[src/rtl/sim_end_monitor.sv]
// Test-completion and performance monitor: watches the fetch PC for tohost writes, counts cycles/instret.
// Timeout detection is compiled in only when SIM_MON_TIMEOUT_EN is defined.
module sim_end_monitor #(
    parameter int NUM_WATCH     = 2,
    parameter int PC_W          = 32,
    parameter int CNT_W         = 64,
    parameter int RET_W         = 2,
    parameter int HIT_THRESHOLD = 2,
    parameter int TIMEOUT_BIT   = 20,
    localparam int CHAN_W       = (NUM_WATCH > 1) ? $clog2(NUM_WATCH) : 1
) (
    input  logic                      clk,
    input  logic                      rst,
    input  logic [PC_W-1:0]           pc_i,
    input  logic                      pc_valid_i,
    input  logic [RET_W-1:0]          retire_cnt_i,
    input  logic [NUM_WATCH*PC_W-1:0] watch_addr_i,
    input  logic [NUM_WATCH-1:0]      watch_en_i,
    input  logic [31:0]               result_i,
    output logic                      done_o,
    output logic                      pass_o,
    output logic                      timeout_o,
    output logic [31:0]               fail_num_o,
    output logic [7:0]                hit_cnt_o,
    output logic [CHAN_W-1:0]         hit_chan_o,
    output logic [CNT_W-1:0]          end_cycle_o,
    output logic [CNT_W-1:0]          cycle_o,
    output logic [CNT_W-1:0]          instret_o
);

    localparam logic [1:0] ST_RUN     = 2'd0;
    localparam logic [1:0] ST_ARMED   = 2'd1;
    localparam logic [1:0] ST_DONE    = 2'd2;
    localparam logic [1:0] ST_TIMEOUT = 2'd3;

`ifdef SIM_MON_TIMEOUT_EN
    localparam bit TIMEOUT_EN = 1'b1;
`else
    localparam bit TIMEOUT_EN = 1'b0;
`endif

    logic [1:0]        r_state;
    logic [PC_W-1:0]   r_last_pc;
    logic              r_done;
    logic              r_pass;
    logic              r_timeout;
    logic [31:0]       r_fail_num;
    logic [7:0]        r_hit_cnt;
    logic [CHAN_W-1:0] r_hit_chan;
    logic [CNT_W-1:0]  r_end_cycle;
    logic [CNT_W-1:0]  r_cycle;
    logic [CNT_W-1:0]  r_instret;

    logic              w_match;
    logic [CHAN_W-1:0] w_chan;
    logic              w_hit;
    logic [7:0]        w_hit_inc;
    logic              w_complete;
    logic              w_timeout;
    logic              w_adv;
    logic [CNT_W-1:0]  w_cycle_nxt;
    logic [CNT_W:0]    w_instret_sum;
    logic [CNT_W-1:0]  w_instret_nxt;

    // Scan high-to-low so the lowest matching channel is the one reported.
    // NOTE: every always_comb output gets a default first, otherwise a latch is inferred.
    always_comb begin
        w_match = 1'b0;
        w_chan  = '0;
        for (int k = NUM_WATCH - 1; k >= 0; k--) begin
            if (watch_en_i[k] && (watch_addr_i[k*PC_W +: PC_W] == pc_i)) begin
                w_match = 1'b1;
                w_chan  = CHAN_W'(k);
            end
        end
    end

    assign w_hit      = pc_valid_i && w_match && (pc_i != r_last_pc);
    assign w_hit_inc  = (r_hit_cnt == 8'hFF) ? 8'hFF : r_hit_cnt + 8'd1;
    assign w_complete = w_hit && ((r_state == ST_RUN) ? (HIT_THRESHOLD == 1)
                                                      : (w_hit_inc == 8'(HIT_THRESHOLD)));
    assign w_timeout  = TIMEOUT_EN && r_cycle[TIMEOUT_BIT];
    // A timeout edge freezes everything immediately; a completing hit wins the tie.
    assign w_adv      = w_complete || !w_timeout;

    assign w_cycle_nxt   = (&r_cycle) ? r_cycle : r_cycle + CNT_W'(1);
    assign w_instret_sum = {1'b0, r_instret} + (CNT_W + 1)'(retire_cnt_i);
    assign w_instret_nxt = w_instret_sum[CNT_W] ? {CNT_W{1'b1}} : w_instret_sum[CNT_W-1:0];

    // NOTE: sequential state uses non-blocking assignments so every flop samples pre-edge values.
    always_ff @(posedge clk) begin
        if (rst) begin
            r_state     <= ST_RUN;
            r_last_pc   <= '1;
            r_done      <= 1'b0;
            r_pass      <= 1'b0;
            r_timeout   <= 1'b0;
            r_fail_num  <= '0;
            r_hit_cnt   <= '0;
            r_hit_chan  <= '0;
            r_end_cycle <= '0;
            r_cycle     <= '0;
            r_instret   <= '0;
        end else begin
            if (pc_valid_i) r_last_pc <= pc_i;
            if ((r_state == ST_RUN) || (r_state == ST_ARMED)) begin
                if (w_complete) begin
                    r_state    <= ST_DONE;
                    r_done     <= 1'b1;
                    r_pass     <= (result_i == 32'd1);
                    r_fail_num <= result_i;
                end else if (w_timeout) begin
                    r_state   <= ST_TIMEOUT;
                    r_timeout <= 1'b1;
                end else if (w_hit) begin
                    r_state <= ST_ARMED;
                end
                if (w_adv) begin
                    r_cycle   <= w_cycle_nxt;
                    r_instret <= w_instret_nxt;
                    if (w_hit) begin
                        if (r_state == ST_RUN) begin
                            r_hit_cnt   <= 8'd1;
                            r_end_cycle <= r_cycle;
                            r_hit_chan  <= w_chan;
                        end else begin
                            r_hit_cnt <= w_hit_inc;
                        end
                    end
                end
            end
        end
    end

    assign done_o      = r_done;
    assign pass_o      = r_pass;
    assign timeout_o   = r_timeout;
    assign fail_num_o  = r_fail_num;
    assign hit_cnt_o   = r_hit_cnt;
    assign hit_chan_o  = r_hit_chan;
    assign end_cycle_o = r_end_cycle;
    assign cycle_o     = r_cycle;
    assign instret_o   = r_instret;

endmodule

[config.mk]
export PLATFORM = sky130hd
export DESIGN_NAME = sim_end_monitor
export DESIGN_NICKNAME = d
export VERILOG_FILES = /design/src/rtl/sim_end_monitor.sv
export SDC_FILE = /design/constraint.sdc
export NUM_CORES = 1
export LEC_CHECK = 0
export ABC_AREA = 1
export BUFFER_PORTS_ARGS = -buffer_cell sky130_fd_sc_hd__buf_2
export CAP_MARGIN = 20
export CORE_MARGIN = 1.5
export CORE_UTILIZATION = 50
export DETAILED_ROUTE_END_ITERATION = 16
export HOLD_SLACK_MARGIN = 0.06
export PLACE_DENSITY = 0.78
export SETUP_SLACK_MARGIN = 0.15
export SLEW_MARGIN = 5
export SYNTH_ARGS = -nofsm -noshare
export SYNTH_HDL_FRONTEND = slang
export SYNTH_SLANG_ARGS = --single-unit
[constraint.sdc]
create_clock -name clk -period 2.4 [get_ports clk]
set_clock_uncertainty 0.15 [all_clocks]
set_input_delay 0.12 -clock clk [delete_from_list [all_inputs] [get_ports clk]]
set_output_delay 0.12 -clock clk [all_outputs]
set_load 0.02 [all_outputs]
=== After elaboration in Yosys (flattened, before gate mapping) ===
Cells that the tools add are included.

* Register bits after elaboration: 269
* Input port bits: 135
* Output and inout port bits: 236
* Word-level logic and storage cells: 44

* $add $sub $neg: 3
* Eq/ne operators: 7
* Multiplexer cells: 9
* Bitwise operators: 1
* Reductions and logical operators: 14

{| class="wikitable"
|+ Operators with widths
! operator !! count
|-
| adder 64 x 2 -> 65 bit || 1
|-
| adder 64 x 1 -> 64 bit (second input constant) || 1
|-
| == test 32 bit || 2
|-
| two-way mux 64 bit || 1
|-
| AND reduction 64 bit || 1
|-
| == test 32 x 1 -> 1 bit (second input constant) || 1
|-
| inequality test 32 bit || 1
|-
| two-way mux 8 bit || 2
|-
| adder 8 x 1 -> 8 bit (second input constant) || 1
|-
| == test 8 x 2 -> 1 bit (second input constant) || 1
|-
| == test 8 bit (second input constant) || 1
|-
| AND reduction 2 bit || 4
|-
| logical AND 1 bit || 5
|-
| two-way mux 1 bit || 4
|-
| two-way mux 2 bit || 2
|-
| AND reduction 3 bit || 1
|-
| == test 2 x 1 -> 1 bit (second input constant) || 1
|-
| zero test 2 bit || 1
|-
| nonzero test 2 bit || 1
|-
| logical OR 1 bit || 1
|-
| inverter 1 bit || 1
|}

=== Longest topological paths before layout ===
* Word-level depth: 9
* Mapped depth: 16
* Mapped depth without buffers: 14

=== Worst setup path after synthesis ===
Ideal clock, no wire load.

* Path type: flip-flop to flip-flop
* Start: reg r_instret[0], in the netlist instret_o[0]
* End: reg r_instret[39], in the netlist instret_o[39]
* Arrival: 2.352 ns
* Required time: 2.177 ns
* Setup slack: -0.174 ns
* Cell stages (with the launch flop): 14
* Buffers on the path: 1
* Period minus slack after synthesis: 2.574 ns
* Cell sequence: dfxtp_1 -> ha_1 -> inv_1 -> fa_1 -> inv_1 -> nand3_2 -> nor3_2 -> nand3_2 -> nor3_4 -> nand3_4 -> nor2_8 -> inv_4 -> buf_6 -> a21oi_1

* Word-level cells in the longest chain between the ends: 2

{| class="wikitable"
|+ Ends and longest elaborated chain
! element !! RTL line !! RTL
|-
| from (decl) || 52 || <nowiki>logic [CNT_W-1:0] r_instret;</nowiki>
|-
| from (signal assigned) || 120 || <nowiki>r_instret <= w_instret_nxt;</nowiki>
|-
| adder 64 x 2 -> 65 bit || 87 || <nowiki>assign w_instret_sum = {1'b0, r_instret} + (CNT_W + 1)'(retire_cnt_i);</nowiki>
|-
| two-way mux 64 bit || 88 || <nowiki>assign w_instret_nxt = w_instret_sum[CNT_W] ? {CNT_W{1'b1}} : w_instret_sum[CNT_W-1:0];</nowiki>
|}

No other way between the ends.
A chain may end at the register's enable or synchronous reset.

=== Worst setup path after layout ===
* Start: reg r_instret[0], in the netlist instret_o[0]
* End: reg r_instret[47], in the netlist instret_o[47]

The elaborated chain is that of the path after synthesis.

==> metrics.md <==
| Metric | Value |
|---|---|
| Vias in the first global route | `18.1k` |
| Max-slew violations | `0` |
| Worst-Skew Late Latency | `570 ps` |
| Tmin final | `2420 ps` |
| NumNets Final | `3292` |
| Total Power | `10.3 mW` |
| DR pass1 iterations | `6` |
| Routed via count | `19.1k` |
| Slowest stage delay, CP | `350 ps` |
| Final hold vios | `0` |
| Unique masters post-synth | `50` |
| Most frequent cells in the layout | `764 x nand2_1, 420 x nor2_1, 367 x buf_2` |
| Synth Instances | `2557` |
| Logic gate share of total power | `9.5%` |
| 1st-iter DRT viols | `1605` |
| Post-synthesis sequential area ratio | `34.0%` |
| Number of CTS-inserted buffers | `30` |
| Flop pwr share | `44.3%` |
| Sum of buffers and inverters on the critical path | `4` |
| CP top delay family | `simple AND/OR/NAND/NOR gates` |
| Vias per cell | `5.35` |
| Period utilisation layout | `101%` |
| Required time of the worst setup path | `2740 ps` |
| DRC Markers | `0` |
| Die X | `181 um` |
| First-pass GRT wire length | `93700 um` |
| Dpl cell area | `0.0189 mm^2` |
| P_leak | `10.8 nW` |
| Arrival @ worst endpoint | `2760 ps` |
| Critical Path Sink Type | `register` |
| Worst-margin pin slew | `907 ps` |
| Top FF cell, synth | `dfxtp_1` |
| Grt total ovfl | `0` |
| Sw Share | `24.5%` |
| Core area | `0.0314 mm^2` |
| Design Area, Final | `0.0223 mm^2` |
| Deepest clock path buffer count | `3` |
| CP Class | `register to register` |
| GPL Wtd Cong | `1.01` |
| Routed len/inst | `17.7 um` |
| Initial antenna violation count | `0` |
| Commonest non-fill, non-tap cell in the layout | `nand2_1` |
| Max rail drop VDD | `565 uV` |
| Setup TNS | `-17.3 ps` |
| Synth top area share | `34.0%` |
| Number of flops mapped to enable cells by yosys | `0` |
| Placed cells | `3377` |
| Max-cap violations | `0` |
| Status | `finished with violations` |
| Root Driver | `clkbuf_16` |
| Fin Hold WS | `81.5 ps` |
| Post-synth ARST share | `0%` |
| Failing checks | `setup timing` |
| Clock share of power | `46.2%` |
| Yosys reg bits | `269` |
| Clock-pin slew on the worst setup and hold paths | `60 ps` |
| Final cell count without fillers | `3576` |
| Rows | `65` |
| Synth area leader | `dfxtp_1` |
| # H-tree levels | `1` |
| Setup violators final | `1` |
| PD cells | `461 mW/mm^2` |
| CTS tree | `done` |
| Mean Syn Cell Area | `6.20 um^2` |
| Overall global routing resource usage | `35.7%` |
| Syn. warnings | `0` |
| Chip height | `181 um` |
| # port buffers | `369` |
| Antenna-violating nets left | `0` |
| Crit path cell chain | `ha_4 -> inv_2 -> fa_2 -> inv_2 -> nand3_4 -> nor3_4 -> nand3_2 -> nor3_4 -> nand3_4 -> nor2_8 -> buf_6 -> buf_4 -> nor2_2 -> nor2_1` |
| Crit path max fanout | `6` |
| Hold/Removal Path Class | `primary input to register` |
| Initial Util | `50.5%` |
| RSZ-0062 raised after global routing | `true` |
| Io pins | `371` |
| Die area | `0.0328 mm^2` |
| Rel. slew slack | `39.5%` |
| Pin count of the biggest net entering global routing | `152` |
| DP HPWL | `44000 um` |
| Clock tree sinks | `269` |
| Sw power | `2.51 mW` |
| Syn_nets | `2697` |
| WL final | `63300 um` |
| Synth top area cells | `dfxtp_1 34%, nand2_1 19%, nor2_1 10%, inv_1 7.6%, a21oi_1 4.3%` |
| Fmax | `0.414 GHz` |
| Critical Path Source Type | `register` |
| Internal power | `7.75 mW` |
| Share of cells above drive strength 1 | `26.1%` |
| Ant. Diodes | `0` |
| Slowest cell on the critical path | `dfxtp_4` |
| Area grow syn2layout | `40.5%` |
| Final worst slack | `-17.3 ps` |
| Post-Syn Area | `0.0158 mm^2` |
==> cell usage after synthesis, types with 3 or more instances <==
master	n
dfxtp_1	269
ha_1	4
nand3b_1	5
nor4_1	10
o211ai_1	3
nand2_2	3
o21ai_0	45
nor2_2	8
nor2_1	441
buf_4	5
nor3_2	8
nor3_1	64
buf_2	15
inv_1	321
xnor2_1	48
nand4_1	69
a21oi_2	9
buf_6	17
nand3_2	9
a21oi_1	136
xor2_1	76
nor2_4	4
buf_1	8
nand2_1	800
inv_2	17
and2_1	6
nand3_1	89
a31oi_1	6
or2_2	5
clkbuf_1	34
==> worst paths after layout <==
check                     from       endpoint  slack [ps]  cells past startpoint
hold / removal      pc_valid_i  r_last_pc[14]          80                      3
hold reg to reg         done_o         done_o         310                      2
setup / recovery  instret_o[0]  instret_o[47]         -20                     14
setup reg to reg  instret_o[0]  instret_o[47]         -20                     14
==> cell type report <==
cell class | count | area, um^2
clock buffer | 41 | 832
clock inverter | 13 | 176
fill | 2605 | 9120
sequential | 269 | 5440
timing repair inverter | 2 | 36.3
inverter | 341 | 1300
multi-input combinational | 1870 | 9490
timing repair buffer | 638 | 4490
tap | 402 | 503
==> cell families after synthesis <==
kind of cell	after synthesis	synth area share [%]
and+or+nand+nor	1532	40.7
buffers and inverters	420	11.0
DFF	269	34.0
AOI/OAI and AO/OA	205	6.89
xor gates and xnor gates	125	6.96
adders and majority gates	5	0.442
other	1	0.0237
==> power groups by stage <==
stage	clock network [mW]	logic, mW	registers (mW)
after global routing	4.97	1.06	4.55
after CTS	4.76	0.921	4.55
after detailed placement	0	0.786	4.65
after floorplan	0	0.425	4.66
after global placement	0	0.778	4.65
final	4.74	0.976	4.54
==> through the flow <==
| step | setup WS (ps) | utilization, % |
|---|---|---|
| 5_1_grt | -100 | 70.9 |
| 2_1_floorplan | 58.1 | - |
| 6_report | -17.3 | 70.9 |
| 3_3_place_gp | -14.8 | 60.3 |
| 3_5_place_dp | -101 | 60.3 |
| 4_1_cts | 28.8 | 67.4 |
==> worst register-to-register path, delay by kind of cell, from the launching register on <==
kind / cells / cell delay (ps)
DFF: 1 / 350
buffers and inverters: 4 / 390
and+or+nand+nor: 8 / 990
adders and majority gates: 2 / 460
==> repair_timing <==
action,CTS,global route
cloned,4,15
endpoints found under the setup margin,140,232
buffers inserted,9,23
pin swaps,9,50
gates resized for setup,39,172
hold buffers,94,0
endpoints found under the hold margin,95,0
==> metal layers <==
layer / part of all wire [%] / GRT usage (%) / routed length (um)
met5: 0 / 0 / 0
met1: 40 / 45.2 / 25600
met3: 8.4 / 5.66 / 5300
met2: 47 / 60.8 / 29700
met4: 4.3 / 13.9 / 2710
==> state kept, by name (all words and copies together), names as in the netlist <==
register / count
hit_chan_o: 1
fail_num_o: 32
pass_o: 1
r_state: 2
done_o: 1
hit_cnt_o: 8
end_cycle_o: 64
instret_o: 64
cycle_o: 64
r_last_pc: 32
No activity file was read; power rests on OpenSTA's default activity.
